`src/rtl/pop_qq_sequencer_pkg.sv`:
```
// Shared encodings for the POP/PUSH qq datapath: register byte selects,
// register-pair field values and the sequencer state type.
package pop_qq_sequencer_pkg;

   localparam logic [2:0] REG_B = 3'd0;
   localparam logic [2:0] REG_C = 3'd1;
   localparam logic [2:0] REG_D = 3'd2;
   localparam logic [2:0] REG_E = 3'd3;
   localparam logic [2:0] REG_H = 3'd4;
   localparam logic [2:0] REG_L = 3'd5;
   localparam logic [2:0] REG_F = 3'd6;
   localparam logic [2:0] REG_A = 3'd7;

   localparam logic [1:0] QQ_BC = 2'b00;
   localparam logic [1:0] QQ_DE = 2'b01;
   localparam logic [1:0] QQ_HL = 2'b10;
   localparam logic [1:0] QQ_AF = 2'b11;

   typedef enum logic [1:0] {
      IDLE  = 2'd0,
      RD_LO = 2'd1,
      RD_HI = 2'd2,
      FIN   = 2'd3
   } pop_state_t;

endpackage

```
`src/rtl/pop_qq_sequencer_if.sv`:
```
// Decoder / memory / register-file bundle of the POP qq sequencer.
// slave is the sequencer side, master is the surrounding core.
interface pop_qq_sequencer_if #(
   parameter int ADDR_W = 16,
   parameter int DATA_W = 8
);
   logic              start;
   logic [1:0]        qq;
   logic [ADDR_W-1:0] sp_in;
   logic [DATA_W-1:0] mem_rdata;
   logic              mem_ready;
   logic              mem_rd;
   logic [ADDR_W-1:0] mem_addr;
   logic              wr_en;
   logic [2:0]        wr_sel;
   logic [DATA_W-1:0] wr_data;
   logic              sp_we;
   logic [ADDR_W-1:0] sp_out;
   logic              busy;
   logic              op_done;

   modport master (
      output start, qq, sp_in, mem_rdata, mem_ready,
      input  mem_rd, mem_addr, wr_en, wr_sel, wr_data, sp_we, sp_out, busy, op_done
   );

   modport slave (
      input  start, qq, sp_in, mem_rdata, mem_ready,
      output mem_rd, mem_addr, wr_en, wr_sel, wr_data, sp_we, sp_out, busy, op_done
   );
endinterface

```
`src/rtl/pop_qq_regsel.sv`:
```
// Maps a qq register-pair field and byte phase to a register-file byte select.
// Purely combinational; shared with the PUSH path.
module pop_qq_regsel
   import pop_qq_sequencer_pkg::*;
(
   input  logic [1:0] qq,
   input  logic       hi,
   output logic [2:0] sel
);

   always_comb begin
      sel = REG_B;
      unique case (qq)
         QQ_BC: sel = hi ? REG_B : REG_C;
         QQ_DE: sel = hi ? REG_D : REG_E;
         QQ_HL: sel = hi ? REG_H : REG_L;
         QQ_AF: sel = hi ? REG_A : REG_F;
         default: sel = REG_B;
      endcase
   end

endmodule

```
`src/rtl/pop_qq_sequencer.sv`:
```
// POP qq executor: two stack reads (low at SP, high at SP+1), register writes, SP+2.
// Latency start->op_done is 3 cycles plus memory wait states; start is ignored while busy.
module pop_qq_sequencer
   import pop_qq_sequencer_pkg::*;
#(
   parameter int ADDR_W = 16,
   parameter int DATA_W = 8
) (
   input logic               CLK,
   input logic               notReset,
   pop_qq_sequencer_if.slave bus
);

   localparam logic [ADDR_W-1:0] SP_ONE = ADDR_W'(1);

   pop_state_t        state;
   logic [ADDR_W-1:0] sp_r;
   logic [ADDR_W-1:0] sp_inc;
   logic [1:0]        qq_r;
   logic [2:0]        sel;
   logic              mem_rd;
   logic              wr_en;
   logic [2:0]        wr_sel;
   logic [DATA_W-1:0] wr_data;
   logic              sp_we;
   logic [ADDR_W-1:0] sp_out;
   logic              busy;
   logic              op_done;

   // SP wraps naturally modulo 2^ADDR_W
   assign sp_inc = sp_r + SP_ONE;

   pop_qq_regsel u_regsel (
      .qq  (qq_r),
      .hi  (state == RD_HI),
      .sel (sel)
   );

   always_ff @(posedge CLK or negedge notReset) begin
      if (!notReset) begin
         state   <= IDLE;
         sp_r    <= '0;
         qq_r    <= '0;
         mem_rd  <= 1'b0;
         wr_en   <= 1'b0;
         wr_sel  <= '0;
         wr_data <= '0;
         sp_we   <= 1'b0;
         sp_out  <= '0;
         busy    <= 1'b0;
         op_done <= 1'b0;
      end else begin
         wr_en   <= 1'b0;
         sp_we   <= 1'b0;
         op_done <= 1'b0;
         unique case (state)
            IDLE: begin
               if (bus.start) begin
                  sp_r   <= bus.sp_in;
                  qq_r   <= bus.qq;
                  mem_rd <= 1'b1;
                  busy   <= 1'b1;
                  state  <= RD_LO;
               end
            end
            RD_LO, RD_HI: begin
               if (bus.mem_ready) begin
                  wr_en   <= 1'b1;
                  wr_sel  <= sel;
                  wr_data <= bus.mem_rdata;
                  sp_r    <= sp_inc;
                  sp_we   <= 1'b1;
                  sp_out  <= sp_inc;
                  if (state == RD_HI) begin
                     mem_rd  <= 1'b0;
                     op_done <= 1'b1;
                     state   <= FIN;
                  end else begin
                     state <= RD_HI;
                  end
               end
            end
            FIN: begin
               busy  <= 1'b0;
               state <= IDLE;
            end
            default: state <= IDLE;
         endcase
      end
   end

   // Read address is the live stack pointer; it only moves when a read completes
   assign bus.mem_rd   = mem_rd;
   assign bus.mem_addr = sp_r;
   assign bus.wr_en    = wr_en;
   assign bus.wr_sel   = wr_sel;
   assign bus.wr_data  = wr_data;
   assign bus.sp_we    = sp_we;
   assign bus.sp_out   = sp_out;
   assign bus.busy     = busy;
   assign bus.op_done  = op_done;

endmodule

```
`src/flat_wrapper.sv`:
```
// flat-port wrapper written by rule: the top's interface ports become plain ports
module pop_qq_sequencer_flat import pop_qq_sequencer_pkg::*;
#(
   parameter int ADDR_W = 16,
   parameter int DATA_W = 8
)
  (CLK, notReset, bus_start, bus_qq, bus_sp_in, bus_mem_rdata, bus_mem_ready, bus_mem_rd, bus_mem_addr, bus_wr_en, bus_wr_sel, bus_wr_data, bus_sp_we, bus_sp_out, bus_busy, bus_op_done);
  pop_qq_sequencer_if #(.ADDR_W(ADDR_W), .DATA_W(DATA_W)) bus_i ();
  input logic CLK;
  input logic notReset;
  input wire logic [$bits(bus_i.start)-1:0] bus_start;
  input wire logic [$bits(bus_i.qq)-1:0] bus_qq;
  input wire logic [$bits(bus_i.sp_in)-1:0] bus_sp_in;
  input wire logic [$bits(bus_i.mem_rdata)-1:0] bus_mem_rdata;
  input wire logic [$bits(bus_i.mem_ready)-1:0] bus_mem_ready;
  output wire logic [$bits(bus_i.mem_rd)-1:0] bus_mem_rd;
  output wire logic [$bits(bus_i.mem_addr)-1:0] bus_mem_addr;
  output wire logic [$bits(bus_i.wr_en)-1:0] bus_wr_en;
  output wire logic [$bits(bus_i.wr_sel)-1:0] bus_wr_sel;
  output wire logic [$bits(bus_i.wr_data)-1:0] bus_wr_data;
  output wire logic [$bits(bus_i.sp_we)-1:0] bus_sp_we;
  output wire logic [$bits(bus_i.sp_out)-1:0] bus_sp_out;
  output wire logic [$bits(bus_i.busy)-1:0] bus_busy;
  output wire logic [$bits(bus_i.op_done)-1:0] bus_op_done;
  assign bus_i.start = bus_start;
  assign bus_i.qq = bus_qq;
  assign bus_i.sp_in = bus_sp_in;
  assign bus_i.mem_rdata = bus_mem_rdata;
  assign bus_i.mem_ready = bus_mem_ready;
  assign bus_mem_rd = bus_i.mem_rd;
  assign bus_mem_addr = bus_i.mem_addr;
  assign bus_wr_en = bus_i.wr_en;
  assign bus_wr_sel = bus_i.wr_sel;
  assign bus_wr_data = bus_i.wr_data;
  assign bus_sp_we = bus_i.sp_we;
  assign bus_sp_out = bus_i.sp_out;
  assign bus_busy = bus_i.busy;
  assign bus_op_done = bus_i.op_done;
  pop_qq_sequencer #(.ADDR_W(ADDR_W), .DATA_W(DATA_W)) u_core (.CLK(CLK), .notReset(notReset), .bus(bus_i));
endmodule
```
`config.mk`:
```
export PLATFORM = sky130hd
export DESIGN_NAME = pop_qq_sequencer_flat
export DESIGN_NICKNAME = d
export VERILOG_FILES = /design/src/rtl/pop_qq_sequencer_pkg.sv /design/src/rtl/pop_qq_sequencer_if.sv /design/src/rtl/pop_qq_regsel.sv /design/src/rtl/pop_qq_sequencer.sv /design/src/flat_wrapper.sv
export SDC_FILE = /design/constraint.sdc
export NUM_CORES = 1
export LEC_CHECK = 0
export CORE_ASPECT_RATIO = 0.9
export CORE_UTILIZATION = 31
export CTS_CLUSTER_SIZE = 25
export DETAILED_ROUTE_END_ITERATION = 8
export DONT_BUFFER_PORTS = 1
export GPL_ROUTABILITY_DRIVEN = 0
export PLACE_DENSITY = 0.43
export SYNTH_ARGS = -nofsm -noshare
export SYNTH_HDL_FRONTEND = slang
export SYNTH_SLANG_ARGS = --single-unit
```
`constraint.sdc`:
```
create_clock -name CLK -period 2.7 [get_ports CLK]
set_input_delay 0.27 -clock CLK [delete_from_list [all_inputs] [get_ports CLK]]
set_output_delay 0.27 -clock CLK [all_outputs]
set_load 0.02 [all_outputs]
```
; Word-level counts from Yosys, hierarchy flattened
; Cells that the tools add are included.
[totals]
input_bits = 30
ff_bits = 51
wordCells = 53
output_inout_bits = 48
[classes]
n_mux = 22
n_addsub = 1
n_reduce_logical = 11
n_eq_ne = 9
[ops]
columns = operator, count
row1 = 16-bit 2-to-1 mux, 2
row2 = 16-bit one-hot mux with 2 select lines, 1
row3 = "16-bit by 1-bit adder with 16-bit output, second input constant", 1
row4 = 1-bit 2-to-1 mux, 13
row5 = 3-bit one-hot mux with 4 select lines, 1
row6 = "2-bit equality test, second input constant", 4
row7 = 2-bit AND reduction, 4
row8 = "2-bit inequality test, second input constant", 3
row9 = 2-bit one-hot mux with 3 select lines, 1
row10 = "2-bit by 1-bit equality test with 1-bit output, second input constant", 2
row11 = 2-bit zero test, 2
row12 = 2-bit 2-to-1 mux, 2
row13 = 1-bit one-hot mux with 2 select lines, 2
row14 = 4-bit AND reduction, 1
row15 = 2-bit nonzero test, 2
row16 = 3-bit AND reduction, 1
row17 = 2-bit OR reduction, 1

; Logic depth before layout (Yosys ltp)
[depth]
word_depth = 4
depth_mapped = 8
mapped_depth_nobuf = 7

; By module
; Synthesis repeated with hierarchy kept, for this count alone.
[unflattened]
hier_cells = 269
hier_area_um2 = 2700.1
[by_module_without_submodules]
columns = mod, cells_per_inst, area_each_um2, seq_area_each_um2, n_inst
row1 = pop_qq_sequencer, 265, 2680.1, 1276.2, 1
row2 = pop_qq_regsel, 4, 20.0, 0.0, 1

; Least setup slack after synthesis
; No wires, ideal clock.
[synth_timing]
path_type = register to register
start = reg u_core.state[0]
end = reg u_core.sp_r[3] (netlist: u_core.bus.mem_addr[3])
stages_incl_launch_ff = 9
setup_time_ns = 0.137
t_arrival_ns = 1.735
setup_slack_ns = 0.828
n_path_buf = 3
synth_period_minus_slack_ns = 1.872
required_time_ns = 2.563
path_cell_list = dfrtp_1 inv_1 ha_1 clkbuf_1 nand2b_1 o211a_1 clkbuf_1 clkbuf_1 a21oi_1
[synth_between]
elab_chain_len = 4
elab_cells_between_ends = 9
cone_classes = 4 x eq/ne / 1 x mux / 4 x reduce/logical
[synth_rtl]
columns = item, line
row1 = start: declaration, pop_qq_sequencer.sv:16  ; pop_state_t state;
row2 = start signal: assignment, pop_qq_sequencer.sv:41  ; state <= IDLE;
row3 = start signal: assignment, pop_qq_sequencer.sv:63  ; state <= RD_LO;
row4 = start signal: assignment, pop_qq_sequencer.sv:77  ; state <= FIN;
row5 = 2-bit equality test or 2-bit by 1-bit equality test with 1-bit output (tied branches), pop_qq_sequencer.sv:56  ; unique case (state)
row6 = 2-bit OR reduction, pop_qq_sequencer.sv:56
row7 = 2-bit inequality test (no line) or 2-bit nonzero test (tied branches), -
row8 = 3-bit AND reduction (no line), -
row9 = end signal: assignment, pop_qq_sequencer.sv:59  ; sp_r <= bus.sp_in;
row10 = end signal: assignment, pop_qq_sequencer.sv:71  ; sp_r <= sp_inc;
row11 = end: declaration, pop_qq_sequencer.sv:17  ; logic [ADDR_W-1:0] sp_r;
; Several ways; a longest one is shown, not always the timed one.
; A chain may end at the register's enable or synchronous reset.

; Worst setup path in the final report
[layout_timing]
start = reg u_core.state[1]
end = reg u_core.sp_r[6] (netlist: u_core.bus.mem_addr[6])
; Same word-level chain as after synthesis.

==> results.py <==
metrics = {
    "final_layout": {
        "layout-drive-gt1-share_pct": 13.0,
        "layout_commonest_cell": "dfrtp_1",
        "layout_common_cells": "51 x dfrtp_1, 38 x nand2_1, 22 x o21ai_0, 18 x a21oi_1, 14 x mux2_2",
        "area_delta_synth_final_pct": 7.88,
        "layout.nets": 279,
        "antenna_cells": 0,
    },
    "synth": {
        "synth_seq_area_share_pct": 50.2,
        "ys_types": 40,
        "avgSynthCellArea_um2": 10.1,
        "synth_edf_count": 0,
        "syn_area_um2": 2540,
        "synth_top_family_by_area": "compound AO/OA/AOI/OAI gates",
        "ys_ff_latch": 51,
        "synthMuxAreaShare_pct": 7.39,
        "synth_fp_nets": 286,
        "yosysWarnings": 0,
        "syn_inst": 252,
        "synthXorXnorAreaFrac_pct": 5.17,
        "synthSimpleGateAreaFrac_pct": 14.8,
        "synth-compound-area-share_pct": 16.6,
        "ys.flop_type": "dfrtp_1",
        "synthArstFlopShare_pct": 100,
        "synthAdderAreaFrac_pct": 1.97,
    },
    "clocking": {
        "clock_path_buffers": 2,
        "cts_max_level": 2,
        "cts.sinks": 51,
        "path_clk_slew_ns": 0.10,
        "cts-buffers-inserted": 5,
        "ctsResizeCount": 0,
        "cts_root_buf": "clkbuf_8",
        "postCtsSetupBuffers": 0,
        "clock_latency_ns": 0.31,
        "postCtsHoldBufs": 2,
        "cts_tree": "yes",
    },
    "timing": {
        "whs_ns": 0.0926,
        "tns_ns": 0,
        "slew_violations": 0,
        "max_freq_mhz": 447,
        "fin_worst_skew_ns": 0.0143,
        "fin_crit_ns": 2.24,
        "hold_viol_final": 0,
        "tightest_slew_ns": 1.17,
        "rsz0062_at_grt": "false",
        "slew_headroom_pct": 22.0,
        "period_share_pct": 82.8,
        "setup_viol": 0,
    },
    "setup_path": {
        "rr_worst_depth": 5,
        "worst_ep_required_time_ns": 2.88,
        "endpoint_kind": "flop",
        "critPathLaunchType": "flop",
        "worst-path-max-fanout": 13,
        "worst-setup-path-type": "reg -> reg",
        "cp_data_arrival_time_ns": 2.41,
    },
    "drt": {
        "drt-pass1-iter-count": 4,
        "wire_per_inst_um": 18.4,
        "antenna_left": 0,
        "routed_wirelength_um": 6280,
        "drt_iter0_markers": 89,
        "via_count": 1779,
        "via_per_inst": 5.20,
        "drc": 0,
    },
    "grt": {
        "grt_pass1_wl_um": 10000,
        "grt.total_usage_pct": 15.2,
        "overflow": 0,
        "antenna_found_initial": 0,
        "grt_max_degree": 52,
        "grt_pass1_vias": 1752,
    },
    "min_path": {
        "whs_path_depth": 1,
        "hold_path.class": "in -> reg",
    },
    "job": {
        "cap_violations": 0,
    },
    "floorplan": {
        "die_y_um": 87.9,
        "io_pins": 78,
        "die_x_um": 97.4,
        "die_area_um2": 8560,
        "core_um2": 7730,
        "start_util_pct": 32.8,
        "placementRows": 30,
    },
    "power_and_ir_drop": {
        "ir_worst_vdd_mv": 0.781,
        "leakage_nw": 1.13,
        "p_per_area_nw_per_um2": 1600,
    },
    "placed_design": {
        "port_buffers": 0,
        "dp_hpwl_um": 4410,
    },
    "run_status": {
        "status": "finished clean",
    },
}
==> layer usage <==
metal  wire length [um]  share of wire [%]  global-route usage (%)
met5                  0                  0                       0
met4                 45               0.72                    4.41
met3                432                6.9                    5.19
met2               2480                 39                    20.2
met1               3330                 53                    23.0
==> through the flow <==
step	power, mW	cells	setup WS (ns)	instance area (um^2)	util (%)
5_1_grt	4.75	342	0.285	2740	35.4
3_5_place_dp	3.93	332	0.442	2600	33.7
2_1_floorplan	3.47	252	0.828	2540	-
6_report	4.40	342	0.464	2740	35.4
4_1_cts	4.45	342	0.448	2740	35.4
3_3_place_gp	3.91	332	0.502	2600	33.7
==> state kept, by name, summed over array words and instances, names as in the netlist <==
register / flops
u_core.state: 2
u_core.bus.busy: 1
u_core.bus.wr_data: 8
u_core.bus.op_done: 1
u_core.bus.wr_sel: 3
u_core.bus.mem_addr: 16
u_core.bus.sp_out: 16
u_core.bus.mem_rd: 1
u_core.bus.sp_we: 1
u_core.qq_r: 2
==> final cells by class <==
class                      instances  area (um^2)
clock buffer                       6         82.6
clock inverter                     2         16.3
fill                             813         4990
inverter                           5         18.8
multi-input combinational        177         1170
sequential                        51         1280
tap                               96          120
timing repair buffer               5         60.1
==> worst paths after layout <==
kind / from / endpoint / slack, ns
worst min register to register: u_core.qq_r[0]$_DFFE_PN0P_ / u_core.bus.wr_sel[1]$_DFFE_PN0P_ / 0.54
max in group asynchronous: notReset / u_core.bus.sp_out[2]$_DFFE_PN0P_ / 1.97
worst min-delay path: bus_mem_ready / u_core.bus.op_done$_DFF_PN0_ / 0.09
min in group asynchronous: notReset / u_core.bus.sp_out[0]$_DFFE_PN0P_ / 0.50
worst max register to register: u_core.state[1]$_DFFE_PN0P_ / u_core.bus.mem_addr[6]$_DFFE_PN0P_ / 0.46
worst max-delay path: u_core.state[1]$_DFFE_PN0P_ / u_core.bus.mem_addr[6]$_DFFE_PN0P_ / 0.46
==> logic make-up (layout without fill, tap and decap cells) <==
kind of cell / count (synthesis) / count (layout)
and+or+nand+nor: 72 / 72
buffers and inverters: 24 / 18
xor gates and xnor gates: 15 / 15
muxes: 17 / 17
DFF: 51 / 51
AOI/OAI and AO/OA: 69 / 69
adders and majority gates: 4 / 4
==> where the power goes <==
| group | switching, mW | total (mW) | internal [mW] |
|---|---|---|---|
| registers | 0.860 | 2.02 | 1.16 |
| logic | 1.09 | 1.89 | 0.796 |
| clock network | 0.282 | 0.492 | 0.210 |
| total | 2.23 | 4.40 | 2.16 |
==> synthesized netlist by cell type (3+ instances only) <==
master,instances,area (um^2)
dfrtp_1,51,1280
o22ai_1,8,50.1
nand3_1,8,40.0
nand4_1,3,18.8
nand2_1,38,143
buf_2,3,15.0
xor2_1,7,61.3
and3_1,4,25.0
mux2_2,14,158
or4_4,3,33.8
mux2i_1,3,30.0
clkbuf_1,13,48.8
ha_1,4,50.1
o21ai_0,22,110
nor2_1,5,18.8
a2bb2oi_1,8,70.1
inv_1,5,18.8
a21oi_1,18,90.1
xnor2_1,8,70.1
==> worst max-delay path, cell delays in order, from the launching register on <==
cell and delay (ns):
dfrtp_1 0.40, inv_1 0.06, ha_1 0.42, o211ai_1 0.97
a21oi_1 0.08, a2bb2oi_1 0.18
(Power assumes the default switching activity.)
